===== config.mk =====
export PLATFORM = sky130hd
export DESIGN_NAME = cw305_mailbox_ctrl_flat
export DESIGN_NICKNAME = d
export VERILOG_FILES = /design/src/rtl/cw305_mailbox_if.sv /design/src/rtl/cw305_mailbox_ctrl.sv /design/src/flat_wrapper.sv
export SDC_FILE = /design/constraint.sdc
export NUM_CORES = 1
export LEC_CHECK = 0
export CORE_ASPECT_RATIO = 0.7
export CORE_MARGIN = 2
export CORE_UTILIZATION = 43
export CTS_CLUSTER_DIAMETER = 200
export DETAILED_ROUTE_END_ITERATION = 16
export PLACE_DENSITY_LB_ADDON = 0.05
export RECOVER_POWER = 100
export SLEW_MARGIN = 20
export SYNTH_ARGS = -nofsm -noshare
export SYNTH_HDL_FRONTEND = slang
export SYNTH_SLANG_ARGS = --single-unit

===== constraint.sdc =====
create_clock -name crypto_clk -period 2.1 [get_ports crypto_clk]
set_input_delay 0.42 -clock crypto_clk [delete_from_list [all_inputs] [get_ports crypto_clk]]
set_output_delay 0.42 -clock crypto_clk [all_outputs]
set_load 0.1 [all_outputs]

===== src/rtl/cw305_mailbox_if.sv =====
// rtl/cw305_mailbox_if.sv - core-side RX/TX stream bundle of the CW305 mailbox
interface cw305_mailbox_if;
    logic [31:0] rx_data_o;
    logic        rx_valid_o;
    logic        rx_ready_i;
    logic [31:0] tx_data_i;
    logic        tx_valid_i;
    logic        tx_ready_o;

    modport master (
        output rx_data_o, rx_valid_o, tx_ready_o,
        input  rx_ready_i, tx_data_i, tx_valid_i
    );

    modport slave (
        input  rx_data_o, rx_valid_o, tx_ready_o,
        output rx_ready_i, tx_data_i, tx_valid_i
    );
endinterface


===== src/rtl/cw305_mailbox_ctrl.sv =====
// rtl/cw305_mailbox_ctrl.sv - host<->core mailbox: RX FIFO, TX handshake FSM, status word
// Optional TX acknowledge timeout enabled by defining MAILBOX_TIMEOUT_EN.
module cw305_mailbox_ctrl #(
    parameter int pDEPTH   = 4,
    parameter int pCNT_W   = 3,
    parameter int pTIMEOUT = 65535
) (
    input  logic                crypto_clk,
    input  logic                reset_i,
    input  logic [31:0]         usb_word_i,
    input  logic                usb_word_stb_i,
    input  logic [31:0]         ext_flags_i,
    cw305_mailbox_if.master     core,
    output logic [31:0]         pulpino_to_usb_o,
    output logic [31:0]         status_flags_o
);
    localparam int PTR_W = pCNT_W - 1;
    localparam logic [pCNT_W-1:0] FULL_CNT = pCNT_W'(pDEPTH);
    localparam logic [0:0] ST_IDLE = 1'b0;
    localparam logic [0:0] ST_PEND = 1'b1;

    logic [31:0]       mem [pDEPTH];
    logic [PTR_W-1:0]  wr_ptr, rd_ptr;
    logic [pCNT_W-1:0] count;
    logic              stb_q, ack_q, clr_q;
    logic              ovf_sticky, tmo_sticky;
    logic [0:0]        state;
    logic [31:0]       status_next;

    logic full, push, pop, push_ok, ovf_set, ack_edge, clr_edge, tmo_fire;

    assign full     = (count == FULL_CNT);
    assign push     = usb_word_stb_i & ~stb_q;
    assign pop      = core.rx_valid_o & core.rx_ready_i;
    assign push_ok  = push & (~full | pop);
    assign ovf_set  = push & full & ~pop;
    assign ack_edge = ext_flags_i[0] & ~ack_q;
    assign clr_edge = ext_flags_i[1] & ~clr_q;

    assign core.rx_valid_o = (count != '0);
    assign core.rx_data_o  = mem[rd_ptr];
    assign core.tx_ready_o = (state == ST_IDLE) & ~reset_i;

    always_ff @(posedge crypto_clk) begin
        if (push_ok)
            mem[wr_ptr] <= usb_word_i;
    end

    always_ff @(posedge crypto_clk) begin
        if (reset_i) begin
            wr_ptr     <= '0;
            rd_ptr     <= '0;
            count      <= '0;
            stb_q      <= 1'b1;
            ack_q      <= 1'b1;
            clr_q      <= 1'b1;
            ovf_sticky <= 1'b0;
        end else begin
            stb_q <= usb_word_stb_i;
            ack_q <= ext_flags_i[0];
            clr_q <= ext_flags_i[1];
            if (push_ok)
                wr_ptr <= wr_ptr + 1'b1;
            if (pop)
                rd_ptr <= rd_ptr + 1'b1;
            case ({push_ok, pop})
                2'b10:   count <= count + 1'b1;
                2'b01:   count <= count - 1'b1;
                default: count <= count;
            endcase
            // a new overflow in the clearing cycle must not be lost
            if (ovf_set)
                ovf_sticky <= 1'b1;
            else if (clr_edge)
                ovf_sticky <= 1'b0;
        end
    end

`ifdef MAILBOX_TIMEOUT_EN
    localparam int TMO_W = (pTIMEOUT > 1) ? $clog2(pTIMEOUT) : 1;
    localparam logic [TMO_W-1:0] TMO_LAST = TMO_W'(pTIMEOUT - 1);
    logic [TMO_W-1:0] tmo_cnt;

    // an ack in the same cycle takes precedence over the timeout
    assign tmo_fire = (state == ST_PEND) & ~ack_edge & (tmo_cnt == TMO_LAST);

    always_ff @(posedge crypto_clk) begin
        if (reset_i) begin
            tmo_cnt    <= '0;
            tmo_sticky <= 1'b0;
        end else begin
            if (state == ST_PEND && !ack_edge && !tmo_fire)
                tmo_cnt <= tmo_cnt + 1'b1;
            else
                tmo_cnt <= '0;
            if (tmo_fire)
                tmo_sticky <= 1'b1;
            else if (clr_edge)
                tmo_sticky <= 1'b0;
        end
    end
`else
    assign tmo_fire   = 1'b0;
    assign tmo_sticky = 1'b0;
`endif

    always_ff @(posedge crypto_clk) begin
        if (reset_i) begin
            state            <= ST_IDLE;
            pulpino_to_usb_o <= '0;
        end else begin
            case (state)
                ST_IDLE: begin
                    if (core.tx_valid_i) begin
                        pulpino_to_usb_o <= core.tx_data_i;
                        state            <= ST_PEND;
                    end
                end
                default: begin
                    if (ack_edge || tmo_fire)
                        state <= ST_IDLE;
                end
            endcase
        end
    end

    always_comb begin
        status_next              = '0;
        status_next[0]           = (state == ST_PEND);
        status_next[1]           = full;
        status_next[2]           = ovf_sticky;
        status_next[3]           = tmo_sticky;
        status_next[4 +: pCNT_W] = count;
    end

    always_ff @(posedge crypto_clk) begin
        if (reset_i)
            status_flags_o <= '0;
        else
            status_flags_o <= status_next;
    end
endmodule


===== src/flat_wrapper.sv =====
// flat-port wrapper written by rule: the top's interface ports become plain ports
module cw305_mailbox_ctrl_flat 
#(
    parameter int pDEPTH   = 4,
    parameter int pCNT_W   = 3,
    parameter int pTIMEOUT = 65535
)
  (crypto_clk, reset_i, usb_word_i, usb_word_stb_i, ext_flags_i, pulpino_to_usb_o, status_flags_o, core_rx_data_o, core_rx_valid_o, core_tx_ready_o, core_rx_ready_i, core_tx_data_i, core_tx_valid_i);
  cw305_mailbox_if core_i ();
  input  logic crypto_clk;
  input  logic reset_i;
  input  logic [31:0] usb_word_i;
  input  logic usb_word_stb_i;
  input  logic [31:0] ext_flags_i;
  output logic [31:0] pulpino_to_usb_o;
  output logic [31:0] status_flags_o;
  output wire logic [$bits(core_i.rx_data_o)-1:0] core_rx_data_o;
  output wire logic [$bits(core_i.rx_valid_o)-1:0] core_rx_valid_o;
  output wire logic [$bits(core_i.tx_ready_o)-1:0] core_tx_ready_o;
  input wire logic [$bits(core_i.rx_ready_i)-1:0] core_rx_ready_i;
  input wire logic [$bits(core_i.tx_data_i)-1:0] core_tx_data_i;
  input wire logic [$bits(core_i.tx_valid_i)-1:0] core_tx_valid_i;
  assign core_rx_data_o = core_i.rx_data_o;
  assign core_rx_valid_o = core_i.rx_valid_o;
  assign core_tx_ready_o = core_i.tx_ready_o;
  assign core_i.rx_ready_i = core_rx_ready_i;
  assign core_i.tx_data_i = core_tx_data_i;
  assign core_i.tx_valid_i = core_tx_valid_i;
  cw305_mailbox_ctrl #(.pDEPTH(pDEPTH), .pCNT_W(pCNT_W), .pTIMEOUT(pTIMEOUT)) u_core (.crypto_clk(crypto_clk), .reset_i(reset_i), .usb_word_i(usb_word_i), .usb_word_stb_i(usb_word_stb_i), .ext_flags_i(ext_flags_i), .core(core_i), .pulpino_to_usb_o(pulpino_to_usb_o), .status_flags_o(status_flags_o));
endmodule

# Yosys cells after proc, flatten, opt, wreduce, memory -nomap -nowiden
# Memory sizes are Yosys's and may differ from the RTL's. A register that Yosys moved wholly into a read port is not among the register bits.
# Index checks and enable logic that the tools add are counted.
# word_totals
regBits,76
ramBits,128
input_bits,101
out_inout_bits,98
wordCells,49
memories,1
# classes
add_sub_neg,4
n_eq_ne,3
mux,10
n_bitwise,16
reduce_logical,4
# memory_table
memory,depth,word_bits,read_ports,rd_clocked_by_memory_dff,wr,line,text
u_core.mem,4,32,1,1,1,cw305_mailbox_ctrl.sv:22,logic [31:0] mem [pDEPTH];
# ops
cell,n
AND 1 bit,8
2-to-1 mux 1 bit,7
inverter 1 bit,7
case mux 3 bit (2 select lines),1
"adder 2 x 1 -> 2 bit, second input constant",2
2-to-1 mux 2 bit,2
nonzero test 2 bit,2
"adder 3 x 1 -> 3 bit, second input constant",1
"equality test 3 bit, second input constant",1
nonzero test 3 bit,1
"subtractor 3 x 1 -> 3 bit, second input constant",1
"equality test 2 x 1 -> 1 bit, second input constant",1
"equality test 2 bit, second input constant",1
AND reduction 2 bit,1
bitwise OR 1 bit,1

# Longest topological paths before layout
# Gate-level depths: netlist of the first run.
# logic_depth
depth_word,6
mapped_depth,9
depth_no_buf,9

# Worst setup path after synthesis of the first run
# No wires, ideal clock.
# synth_path
path_kind,input to output
start,in reset_i
end,out core_tx_ready_o
arrival_time_ns,1.988
required_ns,1.680
setup_slack_ns,-0.308
path_stages,3
path_buffers,2
path_cell_list,buf_2 -> buf_2 -> nor2_1
# synth_between
elab_chain_cells,2
# synth_lines
element,line,text
from (decl),flat_wrapper.sv:11,input logic reset_i;
inverter 1 bit,cw305_mailbox_ctrl.sv:42,assign core.tx_ready_o = (state == ST_IDLE) & ~reset_i;
AND 1 bit,cw305_mailbox_ctrl.sv:42,
to (decl),flat_wrapper.sv:19,output wire logic [$bits(core_i.tx_ready_o)-1:0] core_tx_ready_o;
# Every way passes these cells.

==> results of run 1 <==
synthesized netlist by cell type, types with 4 or more instances:
| cell | n | area (sq um) |
|---|---|---|
| ha_1 | 5 | 62.6 |
| a21oi_1 | 35 | 175 |
| dfxtp_1 | 52 | 1040 |
| and2_1 | 4 | 25.0 |
| inv_1 | 9 | 33.8 |
| edfxtp_1 | 128 | 3840 |
| nand2b_1 | 4 | 25.0 |
| buf_2 | 12 | 60.1 |
| buf_4 | 26 | 195 |
| mux4_2 | 32 | 721 |
| nand2_1 | 67 | 251 |
| nor2_1 | 12 | 45.0 |
stage by stage:
stage / instances / power, W / instance area [sq um] / worst slack, ps / hold slack (ps)
5_1_grt: 796 / 0.0108 / 9050 / -141 / 472
6_report: 796 / 0.0104 / 9050 / -79.1 / 443
2_1_floorplan: 442 / 0.00657 / 6860 / 118 / 444
3_3_place_gp: 762 / 0.00765 / 8710 / -359 / 442
4_1_cts: 794 / 0.0106 / 9260 / -121 / 314
3_5_place_dp: 762 / 0.00767 / 8710 / -450 / 449
how the worst min path moves through the flow:
stage | from | cells after the start | end
2_1_floorplan | u_core.ovf_sticky | 1 | u_core.status_flags_o[2]
3_3_place_gp | u_core.pulpino_to_usb_o[30] | 2 | u_core.pulpino_to_usb_o[30]
3_5_place_dp | u_core.pulpino_to_usb_o[12] | 2 | u_core.pulpino_to_usb_o[12]
4_1_cts | reset_i | 2 | u_core.count[0]
5_1_grt | reset_i | 2 | u_core.count[0]
6_report | reset_i | 2 | u_core.count[0]
kinds of logic (layout without fill, tap and decap cells):
group                    after synthesis  in the layout  synth area share, %
AO/OA/AOI/OAI                         41             41                 3.37
XOR/XNOR                               4              4                0.518
adder cells (fa/ha/maj)                6              6                 1.22
buffers and inverters                 55            207                 5.55
flip-flops                           180            180                 72.2
multiplexers                          34             34                 11.0
other                                  1             28               0.0554
AND/OR/NAND/NOR                       96             96                 6.08
power by group:
part	internal [W]	switching [W]	total, W	leakage, nW
sequential	0.00391	0.0000734	0.00399	1.58
clock	0.00155	0.00139	0.00294	0.260
combinational	0.00116	0.00231	0.00347	1.43
routing by layer:
| layer | vias up | GRT usage [%] | routed length [um] |
|---|---|---|---|
| met5 | - | 0 | 13 |
| met4 | 2 | 6.01 | 153 |
| met3 | 16 | 5.17 | 709 |
| li1 | 1805 | - | - |
| met1 | 1858 | 20.5 | 5840 |
| met2 | 95 | 25.8 | 6090 |
flip-flops by register name, indices dropped and copies added (netlist names), 2 cells and up, named ones only:
name,count
u_core.pulpino_to_usb_o,32
u_core.count,3
u_core.mem,128
u_core.status_flags_o,6
u_core.rd_ptr,2
u_core.wr_ptr,2
layout make-up:
class	count	area, sq um	share of cell area [%]
diodes	2	5.00	0.0553
clock buffers	18	429	4.74
clock inverters	14	115	1.27
inverters	9	33.8	0.373
multi-input cells	207	1600	17.6
flip-flops and latches	180	4890	54.0
well taps	200	250	2.76
repair buffers	166	1730	19.2
repair_timing:
| action | in CTS | in global routing |
|---|---|---|
| gates resized for setup | 1 | 4 |
| pin swaps | 0 | 1 |
| hold buffers | 0 | 0 |
| setup endpoints to repair | 32 | 33 |
critical path: stages, from the launching register on:
cell	delay (ps)
dfxtp_4	370
buf_12	180
mux4_2	580
buf_12	200
==> metrics.txt, run 1 <==
status finished with violations; failing checks setup timing; CTS tree built; core box area 15500 sq um; Detail Route Antenna Nets 0; WS Path Type flip-flop to output port; final setup margin -79.1 ps; most common cell after layout, fill and taps aside edfxtp_1; final core utilization 58.6%; Overall Global Routing Usage 16.0%; io pins 199; Post-CTS Setup Inserts 0; Final min period 2180 ps; Worst Setup EP core_rx_data_o[9]; period utilisation layout 104%; commonest non-fill, non-tap cells in the layout edfxtp_1 (128), nand2_1 (67), dfxtp_1 (50); root buf cell clkbuf_16; clk_lat worst skew 430 ps; number of port buffers 142; initial core utilization between 40% and 50%; Layout Skew ~11 ps; CTS Buffer Depth 2; Lkg Pwr about 3.3 nW; setup tns final -1580 ps; first-pass GRT wire length 20.0 mm; area delta synth->final 33.8%; post-DP HPWL 8.49 mm; final slew viol count 0; Synth async-reset ratio 0%; number of max-cap violations 0; Fmax 0.459 GHz; R2R setup slack 40 ps; RSZ-0062 raised after global routing true; DR pass1 iterations 4; worst r2r path cells 9; r2r startpoint u_core.count[0]; DR vias 3776; Seq/Total Area, Yosys 72.2%; critical path endpoint category output port; chip width 154 um; worst slew pin tran about 760 ps; Cell Area, Synth ~6800 sq um; gr ovfl total 0; initial antenna violation count 3; Slew Limit Headroom 49.4%; Synth Flop Type edfxtp_1; FF-to-FF End u_core.count[2]; number of synthesized flops with an enable pin around 130; Layout Nets slightly below 700; std cell rows 38; clk sinks 180; Mean Syn Cell Area 16.2 sq um; synth unique cells 32; Req. time, crit path 1680 ps; vias per inst 4.74; vias in the first global route roughly 3800; Hold Crit Class input pin to flip-flop; final setup fails 32; Worst setup SP type flip-flop; Yosys reg bits between 150 and 200; Max IR drop VDD approximately 0.00054 V; WL final 12.8 mm; worst-path maximum fanout 16; final hold viol count 0; clock slew at reported path FFs ~70 ps; DRC marker count from the first detailed-route iteration 110; Inserted Clock Buffers 17; fraction of layout cells with a size suffix above 1 approximately 28%; routed length per instance 16.1 um; pin count of the biggest net entering global routing 38; Power Density ~1100 nW/um^2; CTS H-tree depth 4; routability cong. 0.722; die area around 17000 sq um; Mapped Cells approximately 420; Die Y 109 um; yosys warns 0; Filler cells 1211; Post-route DRC 0; crit path DAT 1760 ps
Power figures use the tool's default switching activity.
==> inputs of run 2 (changes only) <==
==> constraint.sdc (replaced) <==
create_clock -name crypto_clk -period 2.1 [get_ports crypto_clk]
set_input_delay 0.315 -clock crypto_clk [delete_from_list [all_inputs] [get_ports crypto_clk]]
set_output_delay 0.315 -clock crypto_clk [all_outputs]
set_load 0.1 [all_outputs]
==> run 2 against run 1 <==
Effect of this change:
- the flow still finishes with violations (setup timing)
- clock power up 7.8%
- utilization increased by 0.57 points
- sequential share of layout area shrank 0.52 points
- via count rose by 0.61%
- fmax grew 1.5%
- total power increased by 3.1%
- critical endpoint is now core_rx_data_o[18]
- largest power group unchanged
==> metrics.txt, run 2 (same netlist as run 1, synthesis figures left out) <==
status finished with violations; failing checks setup timing; RSZ-0062 raised after global routing true; clk sinks 180 (unchanged); die area 16800 sq um (unchanged); crit path DAT 1830 ps (+70 ps); chip width 154 um (unchanged); Power Density 1170 nW/um^2 (+2.1%); Post-CTS Hold Buffers 0 (unchanged); top flop regs u_core.mem (128), u_core.pulpino_to_usb_o (32), u_core.status_flags_o (6); io pins 199 (unchanged); routability cong. 0.775 (+7.3%); initial antenna violation count 2 (-1); CTS tree built; root buf cell clkbuf_16; Fmax 0.466 GHz (+1.5%); first-pass GRT wire length 20.8 mm (+3.7%); period utilisation layout 102% (-1.6 points); max reg flops 128 (unchanged); core box area 15500 sq um (unchanged); Req. time, crit path 1780 ps (+100 ps); worst slew pin tran 768 ps (+9.81 ps); CTS H-tree depth 4 (unchanged); std cell rows 38 (unchanged); clk_lat worst skew 430 ps (about the same); WS Path Type flip-flop to output port; number of port buffers 142 (unchanged); Biggest register u_core.mem; vias in the first global route 3813 (+0.45%); most common cell after layout, fill and taps aside edfxtp_1; gr ovfl total 0 (unchanged); critical path endpoint category output port; pre-CTS WS -363 ps (+86.5 ps); clock slew at reported path FFs 70 ps (about the same); power after layout 0.0107 W (+3.1%); worst-path maximum fanout 8 (-8); DR pass1 iterations 4 (unchanged); Hold Crit Class input pin to flip-flop; Die Y 109 um (unchanged); fraction of layout cells with a size suffix above 1 28.0% (+0.26 points); Overall Global Routing Usage 17.0% (+1.0 points); vias per inst 4.79 (+0.99%); final setup fails 16 (-50%); final hold viol count 0 (unchanged); routed length per instance 16.9 um (+5.0%); commonest non-fill, non-tap cells in the layout edfxtp_1 (128), nand2_1 (67), dfxtp_1 (50); Slew Limit Headroom 48.8% (-0.65 points); pin count of the biggest net entering global routing 38 (unchanged); post-DP HPWL 8.31 mm (-2.2%); CTS Buffer Depth 2 (unchanged); initial core utilization 43.8% (unchanged); Max IR drop VDD 0.000593 V (+10%); WL final 13.4 mm (+4.6%); Layout Nets 686 (-0.29%); area delta synth->final 35.1%; final setup margin -46.5 ps (+32.6 ps); Detail Route Antenna Nets 0 (unchanged); Lkg Pwr 3.31 nW (+0.96%); Inserted Clock Buffers 17 (unchanged); Post-route DRC 0 (unchanged); final slew viol count 0 (unchanged); Layout Skew 23.2 ps (+11.8 ps); number of max-cap violations 0 (unchanged); DRC marker count from the first detailed-route iteration 187 (+70%); Final min period 2150 ps (-32.6 ps); DR vias 3799 (+0.61%); Worst setup SP type flip-flop
==> run 2: cell type report <==
class                      count  area, sq um
antenna                        1         2.50
timing repair buffer         164         1770
multi-input combinational    207         1600
tap                          200          250
clock buffer                  17          425
clock inverter                15          175
fill                        1241         6310
inverter                       9         33.8
sequential                   180         4890
==> run 2: worst paths after layout <==
kind,start,endpoint,slack [ps],depth (start not counted)
setup / recovery,flip-flop,core_rx_data_o[18],-50,3
hold / removal,reset_i,u_core.rd_ptr[0],360,2
setup reg to reg,u_core.count[0],u_core.count[2],90,9
hold reg to reg,u_core.pulpino_to_usb_o[2],u_core.pulpino_to_usb_o[2],460,2
==> run 2: worst max-delay path, stage by stage (launching register included) <==
cell       delay [ps]
dfxtp_4           440
clkbuf_16         210
mux4_2            560
buf_12            190
==> run 2: metrics by stage <==
step / hold WS, ps / setup TNS, ps / cell area, sq um / instances / util (%)
after detailed placement: 447 / -486 / 8670 / 757 / 56.1
after global routing: 385 / -2070 / 9140 / 793 / 59.2
final: 356 / -335 / 9140 / 793 / 59.2
after global placement: 443 / -331 / 8670 / 757 / 56.1
after CTS: 209 / -1860 / 9360 / 792 / 60.6
after floorplan: 398 / 0 / 6860 / 442 / -
==> run 2: metal layers <==
layer	up-vias	GRT usage (%)	share of wire [%]
met5	-	0	0.097
met4	2	6.41	1.4
met3	17	5.68	6.0
met2	114	26.6	47
met1	1864	22.2	46
li1	1802	-	-
==> run 2: power breakdown <==
part	total, W	leakage (nW)	internal (W)	switching, W
sequential	0.00400	1.58	0.00392	0.0000888
clock	0.00317	0.284	0.00179	0.00139
combinational	0.00355	1.44	0.00121	0.00234
==> run 2: repair_timing <==
action / 4_1_cts / 5_1_grt
buffers inserted: 1 / 0
gates resized for setup: 2 / 6
cloned: 2 / 1
setup endpoints to repair: 32 / 33
pin swaps: 0 / 1
==> inputs of run 3 (changes only) <==
--- a/config.mk
+++ b/config.mk
@@ -9,9 +9,10 @@
 export CORE_MARGIN = 2
 export CORE_UTILIZATION = 43
 export CTS_CLUSTER_DIAMETER = 200
+export CTS_CLUSTER_SIZE = 40
 export DETAILED_ROUTE_END_ITERATION = 16
 export PLACE_DENSITY_LB_ADDON = 0.05
-export RECOVER_POWER = 100
+export RECOVER_POWER = 25
 export SLEW_MARGIN = 20
 export SYNTH_ARGS = -nofsm -noshare
 export SYNTH_HDL_FRONTEND = slang
==> run 3 against run 2 <==
Effect of this change:
- the run still ends with setup timing left
- cell count unchanged
- clock-buffer cell count unchanged
- first-iteration DRC count down 3.2%
- fmax about the same
- register-to-register slack better by 30 ps
- utilization up 1.4 points
- highest routed layer unchanged
==> metrics.txt, run 3 (same netlist as run 1, synthesis figures left out) <==
pin count of the biggest net entering global routing 38 (unchanged); crit path DAT 1830 ps (about the same); Layout Skew 19.8 ps (-3.38 ps); routed length per instance 17.0 um (+0.46%); DR vias 3833 (+0.89%); die area 16800 sq um (unchanged); Power Internal 0.00700 W (+1.4%); Lkg Pwr 3.38 nW (+2.1%); gr ovfl total 0 (unchanged); placed instance area 8670 sq um (unchanged); number of port buffers 142 (unchanged); core box area 15500 sq um (unchanged); Final min period 2140 ps (-1.99 ps); clock slew at reported path FFs 70 ps (about the same); Net Sw Frac 35.4% (-0.19 points); CP max stage delay 560 ps (about the same); final hold viol count 0 (unchanged); DR pass1 iterations 4 (unchanged); Power Density 1160 nW/um^2 (-1.3%); first-pass GRT wire length 20.8 mm (unchanged); period utilisation layout 102% (about the same); number of max-cap violations 0 (unchanged); most common cell after layout, fill and taps aside edfxtp_1; Psw 0.00384 W (+0.52%); clk_lat worst skew 430 ps (about the same); Req. time, crit path 1780 ps (about the same); worst path cell trace clkbuf_16 -> mux4_2 -> buf_12; register area 4890 sq um (about the same); pre-CTS WS -363 ps (unchanged); multi-input logic area 1620 sq um (+1.3%); io pins 199 (unchanged); std cell rows 38 (unchanged); failing checks setup timing; CTS Buffer Depth 2 (unchanged); routability cong. 0.775 (unchanged); initial antenna violation count 2 (unchanged); critical path endpoint category output port; Reg power frac 37.0% (-0.3 points); final setup fails 17 (+1); final setup margin -44.6 ps (+1.99 ps); top flop regs u_core.mem (128), u_core.pulpino_to_usb_o (32), u_core.status_flags_o (6); vias in the first global route 3813 (unchanged); Post-CTS Hold Buffers 0 (unchanged); post-DP HPWL 8.31 mm (unchanged); Hold Worst Slack 225 ps (-131 ps); chip width 154 um (unchanged); Logic pwr share 33.7% (+0.6 points); Detail Route Antenna Nets 0 (unchanged); placed cell count 757 (unchanged); clk sinks 180 (unchanged); max reg flops 128 (unchanged); WL final 13.5 mm (+0.46%); Inserted Clock Buffers 17 (unchanged); CTS tree built; fraction of layout cells with a size suffix above 1 29.6% (+1.5 points); status finished with violations; Die Y 109 um (unchanged); Max IR drop VDD 0.000596 V (+0.48%); post-layout instance area 9360 sq um (+2.4%); Filler cells 1198 (-3.5%); Post-route DRC 0 (unchanged); CP max stage cell mux4_2; power after layout 0.0108 W (+1.1%); Overall Global Routing Usage 17.0% (unchanged); CP top delay family multiplexers; root buf cell clkbuf_16; commonest non-fill, non-tap cells in the layout edfxtp_1 (128), nand2_1 (67), buf_4 (50); Clock power frac 29.3% (-0.3 points); crit path buf inv count 2 (unchanged); Worst setup SP type flip-flop; Fmax 0.466 GHz (about the same); WS Path Type flip-flop to output port; initial core utilization 43.8% (unchanged); worst-path maximum fanout 8 (unchanged); DRC marker count from the first detailed-route iteration 181 (-3.2%); vias per inst 4.83 (+0.89%); RSZ-0062 raised after global routing true; area delta synth->final 38.4%; Biggest register u_core.mem; final slew viol count 0 (unchanged); Hold Crit Class input pin to flip-flop; CTS H-tree depth 4 (unchanged); Non-Filler Instances 793 (unchanged); Layout Nets 686 (unchanged)
-- run 3: cell types whose count changed in the layout (fill, tap and decap cells not counted), moves of 3 or more --
cell             delta
clkbuf_1            -3
buf_12              +7
buf_4              +45
clkdlybuf4s50_1    +10
clkbuf_2           -43
clkbuf_4            -5
dlygate4sd3_1      -10
-- run 3: per-stage QoR --
step	setup TNS, ps	util (%)
floorplan	0	-
global placement	-331	56.1
detailed placement	-486	56.1
CTS	-1860	60.6
global route	-1990	60.6
finish	-288	60.6
-- run 3: routing by layer --
layer  share of wire (%)  global-route usage, %
met1                  45                   22.2
met2                  47                   26.6
met3                 7.0                   5.68
met4                 1.5                   6.41
met5               0.097                      0
-- run 3: power by group through the flow --
stage / sequential (W) / combinational, W / clock, W
floorplan: 0.00439 / 0.00218 / 0
global placement: 0.00405 / 0.00356 / 0
detailed placement: 0.00406 / 0.00357 / 0
CTS: 0.00399 / 0.00372 / 0.00327
global route: 0.00402 / 0.00380 / 0.00342
finish: 0.00401 / 0.00365 / 0.00318
-- run 3: worst paths after layout --
kind | depth (start not counted) | startpoint | slack, ps | to
hold / removal | 2 | reset_i | 230 | u_core.rd_ptr[0]
setup / recovery | 3 | flip-flop | -40 | core_rx_data_o[18]
hold reg to reg | 2 | u_core.pulpino_to_usb_o[2] | 460 | u_core.pulpino_to_usb_o[2]
setup reg to reg | 9 | u_core.count[0] | 120 | u_core.count[2]
-- run 3: repair_timing --
item,in CTS,in global routing
buffers inserted,1,0
gates resized for setup,2,6
endpoints found under the setup margin,32,33
gates cloned,2,1
pin swaps,0,1
-- run 3: final cells by class --
class,count,share of cell area (%)
inverter,9,0.361
multi-input combinational,207,17.3
timing repair buffer,164,21.0
antenna,1,0.0267
sequential,180,52.3
clock inverter,15,1.87
tap,200,2.67
clock buffer,17,4.54
